==> config.mk <==
export PLATFORM = sky130hd
export DESIGN_NAME = row_denormalization
export DESIGN_NICKNAME = d
export VERILOG_FILES = /design/src/rtl/row_denormalization_pkg.sv /design/src/rtl/denormalization_unit.sv /design/src/rtl/row_denormalization.sv
export SDC_FILE = /design/constraint.sdc
export NUM_CORES = 1
export LEC_CHECK = 0
export CORE_UTILIZATION = 35
export DETAILED_ROUTE_END_ITERATION = 6
export MAX_ROUTING_LAYER = met4
export SYNTH_ARGS = -nofsm -noshare
export SYNTH_HDL_FRONTEND = slang
export SYNTH_SLANG_ARGS = --single-unit
==> constraint.sdc <==
create_clock -name clk -period 10.7 [get_ports clk]
set_input_delay 2.14 -clock clk [delete_from_list [all_inputs] [get_ports clk]]
set_output_delay 2.14 -clock clk [all_outputs]
set_load 0.02 [all_outputs]
==> src/rtl/row_denormalization_pkg.sv <==
// Shared constants and helpers for the row denormalization datapath.
// Holds word/fraction lengths, the 1/K shift-add set and the FSM states.
package row_denormalization_pkg;

    // Word length and fraction length of every H/y component.
    localparam int WL  = 16;
    localparam int FWL = 12;

    // 1/K ~= 1.646728 quantized to FWL bits: 6745/4096.
    // 6745 = 2^0 + 2^3 + 2^4 + 2^6 + 2^9 + 2^11 + 2^12.
    localparam int INV_K    = 6745;
    localparam int INV_K_S0 = 0;
    localparam int INV_K_S1 = 3;
    localparam int INV_K_S2 = 4;
    localparam int INV_K_S3 = 6;
    localparam int INV_K_S4 = 9;
    localparam int INV_K_S5 = 11;
    localparam int INV_K_S6 = 12;

    typedef enum logic [1:0] {
        IDLE = 2'd0,
        RUN  = 2'd1,
        DONE = 2'd2
    } state_t;

    // Full-precision in * 6745 built from the shift set, 2*WL wide.
    function automatic logic signed [2*WL-1:0] inv_k_mul(
        input logic signed [WL-1:0] v
    );
        logic signed [2*WL-1:0] e;
        e = {{WL{v[WL-1]}}, v};
        return (e <<< INV_K_S0) + (e <<< INV_K_S1)
             + (e <<< INV_K_S2) + (e <<< INV_K_S3)
             + (e <<< INV_K_S4) + (e <<< INV_K_S5)
             + (e <<< INV_K_S6);
    endfunction

endpackage

==> src/rtl/denormalization_unit.sv <==
// Combinational 1/K scaler: dout = floor(din * 6745 / 4096), WL in / WL out.
// Ports: din (WL), dout (WL). Macro DENORM_SAT_EN clamps instead of wrapping.
module denormalization_unit
    import row_denormalization_pkg::*;
(
    input  logic [WL-1:0] din,
    output logic [WL-1:0] dout
);

`ifdef DENORM_SAT_EN
    localparam logic signed [2*WL-1:0] SMAX =
        {{(WL+1){1'b0}}, {(WL-1){1'b1}}};
    localparam logic signed [2*WL-1:0] SMIN =
        {{(WL+1){1'b1}}, {(WL-1){1'b0}}};

    logic signed [2*WL-1:0] q;

    always_comb begin
        // Arithmetic shift gives floor rounding of the product.
        q = inv_k_mul(din) >>> FWL;
        if (q > SMAX) begin
            dout = {1'b0, {(WL-1){1'b1}}};
        end else if (q < SMIN) begin
            dout = {1'b1, {(WL-1){1'b0}}};
        end else begin
            dout = q[WL-1:0];
        end
    end
`else
    // Plain slice of bits [FWL+WL-1:FWL]; overflow wraps.
    always_comb begin
        dout = WL'(inv_k_mul(din) >>> FWL);
    end
`endif

endmodule

==> src/rtl/row_denormalization.sv <==
// Row denormalization: scales N H elements plus y by 1/K, one element/cycle.
// Ports: clk, rst_n, in_valid/in_ready + Hin_x/Hin_y/yin_x/yin_y,
//        out_valid/out_ready + Hout_x/Hout_y/yout_x/yout_y.
// Build option: DENORM_SAT_EN selects saturation in denormalization_unit.
module row_denormalization
    import row_denormalization_pkg::*;
#(
    parameter int N = 1
) (
    input  logic            clk,
    input  logic            rst_n,
    input  logic            in_valid,
    output logic            in_ready,
    input  logic [WL*N-1:0] Hin_x,
    input  logic [WL*N-1:0] Hin_y,
    input  logic [WL-1:0]   yin_x,
    input  logic [WL-1:0]   yin_y,
    output logic            out_valid,
    input  logic            out_ready,
    output logic [WL*N-1:0] Hout_x,
    output logic [WL*N-1:0] Hout_y,
    output logic [WL-1:0]   yout_x,
    output logic [WL-1:0]   yout_y
);

    localparam int CW = $clog2(N + 1);
    localparam int RW = WL * (N + 1);

    state_t          state_q, state_d;
    logic [CW-1:0]   cnt_q, cnt_d;

    // Row and result registers: slot i<N is H[i], slot N is y.
    logic [RW-1:0]   rx_q, ry_q;
    logic [RW-1:0]   ox_q, oy_q;

    logic [WL-1:0]   sel_x, sel_y;
    logic [WL-1:0]   den_x, den_y;
    logic            accept;

    assign in_ready  = (state_q == IDLE);
    assign out_valid = (state_q == DONE);
    assign accept    = in_valid & in_ready;

    assign sel_x = rx_q[cnt_q*WL +: WL];
    assign sel_y = ry_q[cnt_q*WL +: WL];

    denormalization_unit u_den_x (
        .din  (sel_x),
        .dout (den_x)
    );

    denormalization_unit u_den_y (
        .din  (sel_y),
        .dout (den_y)
    );

    always_ff @(posedge clk or negedge rst_n) begin
        if (!rst_n) begin
            state_q <= IDLE;
            cnt_q   <= '0;
        end else begin
            state_q <= state_d;
            cnt_q   <= cnt_d;
        end
    end

    always_comb begin
        state_d = state_q;
        cnt_d   = cnt_q;
        unique case (state_q)
            IDLE: begin
                if (accept) begin
                    state_d = RUN;
                    cnt_d   = '0;
                end
            end
            RUN: begin
                if (cnt_q == CW'(N)) begin
                    state_d = DONE;
                    cnt_d   = '0;
                end else begin
                    cnt_d = cnt_q + 1'b1;
                end
            end
            DONE: begin
                if (out_ready) begin
                    state_d = IDLE;
                end
            end
            default: begin
                state_d = IDLE;
                cnt_d   = '0;
            end
        endcase
    end

    always_ff @(posedge clk or negedge rst_n) begin
        if (!rst_n) begin
            rx_q <= '0;
            ry_q <= '0;
            ox_q <= '0;
            oy_q <= '0;
        end else begin
            if (accept) begin
                rx_q <= {yin_x, Hin_x};
                ry_q <= {yin_y, Hin_y};
            end
            if (state_q == RUN) begin
                ox_q[cnt_q*WL +: WL] <= den_x;
                oy_q[cnt_q*WL +: WL] <= den_y;
            end
        end
    end

    assign Hout_x = ox_q[WL*N-1:0];
    assign Hout_y = oy_q[WL*N-1:0];
    assign yout_x = ox_q[WL*N +: WL];
    assign yout_y = oy_q[WL*N +: WL];

endmodule

==> reports/results.tsv <==
metric	value	unit
slew_headroom	0.281	
hold_class	reg2reg	
timing.rr.end	ox_q[31]	
synth_area	11200	µm²
status	finished clean	
rsz0062_at_grt	false	
cts.sinks	131	
worst_setup_path_start_kind	flip-flop	
cp_common_cell	fa_1	
final_net_count	1515	
ys_seq_area_frac	0.292	
ys_types	61	
die_w	181	µm
numCtsBuffers	17	
synth_edf_count	0	
finalCritPeriodShare	0.736	
grt-ovfl-total	0	
syn_inst	1120	
initialDrtViolationCount	350	
cap_violations	0	
crit_required	10.97	ns
r2r_start	cnt_q	
final_util	0.431	
synthArstFlopShare	1.00	
synth_nets	1380	
clock_path_buffers	2	
finalSetupTns	0	ns
wl_per_cell	14.8	µm
clk_latency	0.42	ns
core.rowCount	65	
wirelength	24800	µm
fmax	127	MHz
clk_pin_slew	0.06	ns
yosysWarningCount	0	
vias	7912	
cts_tree	done	
ctsRootBufferMaster	clkbuf_16	
max_stage_delay	0.80	ns
antenna_cells	0	
drv_slew	0	
die-area	32800	µm²
drc	0	
worstMarginPinSlew	1.05	ns
dp_cells	1638	
grt_pass1_wl	42700	µm
post_cts_buffers	0	
fin_worst_skew	0.00773	ns
setup_viol	0	
worst_hold_slack	0.478	ns
area_growth	21.3	%
core-area	31600	µm²
cp_slowest_cell	mux2i_1	
cts-hold-fix-buffers	0	
post-route-min-period	7.88	ns
place_congestion	0.890	
rrSetupSlack	2.82	ns
multi_input_area	7020	µm²
arrival	8.15	ns
seq_area	3280	µm²
hold_end	ox_q[24]	
min_from	ox_q[24]	
synth-main-ff-cell	dfrtp_1	
antenna_found_initial	0	
finalHoldViolCount	0	
grt_max_degree	68	
antenna_left	0	
die_h	181	µm
boundaryPins	134	
grt_pass1_vias	8149	
start_util	0.355	
path_class	reg2reg	
final_layout_size_suffix_gt1_frac	0.100	
avgSynthCellArea	10.0	µm²
grtUsageTotal	0.167	
vias_per_cell	4.74	
cts_max_level	4	
hold_path_depth	2	
ys_ff_latch	131	
nFillCells	3075	
first_pass_iters	5	
endpoint_kind	flip-flop	
finalNonFillerCells	1670	
hpwlAfterDp	19900	µm
critPathMaxFanout	34	
port_buffers	133	
cts-resized-gates	0	
rr_worst_depth	26	
## cell type report
type | count | area share
inverter | 215 | 0.0593
tap | 402 | 0.0370
sequential | 131 | 0.241
timing repair buffer | 146 | 0.105
clock inverter | 10 | 0.00791
multi-input combinational | 744 | 0.516
clock buffer | 22 | 0.0341
## cells in the final DEF (no fill, tap or decap), types with 6 or more instances in the layout
cell type        synthesis  final
o21ai_1                  8      8
ha_1                    78     78
and3_1                  10     10
a21oi_1                 25     25
mux2_2                  66     66
nor2b_1                  9      9
fa_1                   114    114
nor2_1                  41     41
xnor2_1                 25     25
inv_1                  215    215
o31ai_1                  7      7
a31oi_1                  7      7
o21a_1                   9      9
nand2_1                 91     91
or3_1                    6      6
dfrtp_1                131    130
clkbuf_16                0     17
nand3_1                 16     15
o21ai_0                 76     76
mux2i_1                 34     34
o211ai_1                 7      7
clkdlybuf4s50_1          0    132
a21o_1                  10     10
nand2b_1                 7      7
buf_4                    0     13
xor2_1                  22     22
nor3_1                  15     15
## critical path, delay by kind of cell, from the launching register on
kind / cells / cell delay [ns]
fa+ha+maj: 6 / 2.49
compound gates: 9 / 1.79
simple gates: 5 / 0.89
mux: 1 / 0.80
buf+inv: 4 / 0.76
xor+xnor: 1 / 0.56
flops: 1 / 0.41
## sequential cells by signal (all words and copies together) (netlist names)
register	cells
cnt_q	1
ry_q	32
oy_q	32
state_q	2
rx_q	32
ox_q	32
## how the worst max path moves through the flow
stage	from	endpoint	slack, ns
after CTS	cnt_q	ox_q[31]	2.75
final	cnt_q	ox_q[31]	2.82
after global placement	cnt_q	oy_q[31]	2.87
after floorplan	cnt_q	ox_q[15]	3.05
after detailed placement	cnt_q	oy_q[31]	2.80
after global routing	cnt_q	oy_q[14]	2.15
## Yosys cell counts (all sizes together), types with 3 or more instances
master / instances / area (µm²)
xor2: 22 / 193
clkbuf: 28 / 105
nand2: 91 / 342
o21ai: 85 / 429
a211oi: 7 / 62.6
nor3: 15 / 75.1
nand4: 3 / 18.8
nor2b: 9 / 56.3
a21oi: 25 / 125
a21o: 10 / 75.1
or3: 6 / 37.5
fa: 114 / 2280
a221oi: 3 / 50.1
xnor2: 25 / 219
dfrtp: 131 / 3280
o21a: 9 / 67.6
inv: 215 / 807
nand3: 17 / 90.1
and3: 11 / 73.8
and4: 3 / 26.3
and2: 4 / 25.0
nor3b: 3 / 22.5
o31ai: 7 / 52.6
ha: 78 / 976
mux2: 68 / 773
o211a: 3 / 30.0
a31oi: 7 / 43.8
o211ai: 9 / 77.6
nand2b: 7 / 43.8
a21boi: 4 / 30.0
nor2: 41 / 154
mux2i: 34 / 340
## metrics by stage
| step | setup slack (ns) | area, µm² |
|---|---|---|
| 3_3_place_gp | 2.87 | 13000 |
| 5_1_grt | 2.15 | 13600 |
| 3_5_place_dp | 2.80 | 13000 |
| 2_1_floorplan | 3.05 | 11200 |
| 6_report | 2.82 | 13600 |
| 4_1_cts | 2.75 | 13600 |
## per-layer routing
layer | global-route usage | wire length (µm) | vias up
li1 | - | - | 3932
met1 | 0.253 | 13400 | 3799
met2 | 0.234 | 10300 | 162
met3 | 0.0187 | 753 | 19
met4 | 0.0454 | 318 | 0
met5 | - | 0 | -
## kinds of logic after synthesis
| kind of cell | Yosys count | share of synthesized area |
|---|---|---|
| AO/OA/AOI/OAI | 184 | 0.105 |
| XOR/XNOR | 47 | 0.0367 |
| adder cells (fa/ha/maj) | 192 | 0.290 |
| buffers and inverters | 245 | 0.0827 |
| flip-flops | 131 | 0.292 |
| multiplexers | 102 | 0.0993 |
| AND/OR/NAND/NOR | 219 | 0.0935 |
Power is left out: the tool's default activity adds up to more than one toggle a clock period on the data nets, which glitch-free logic cannot reach.
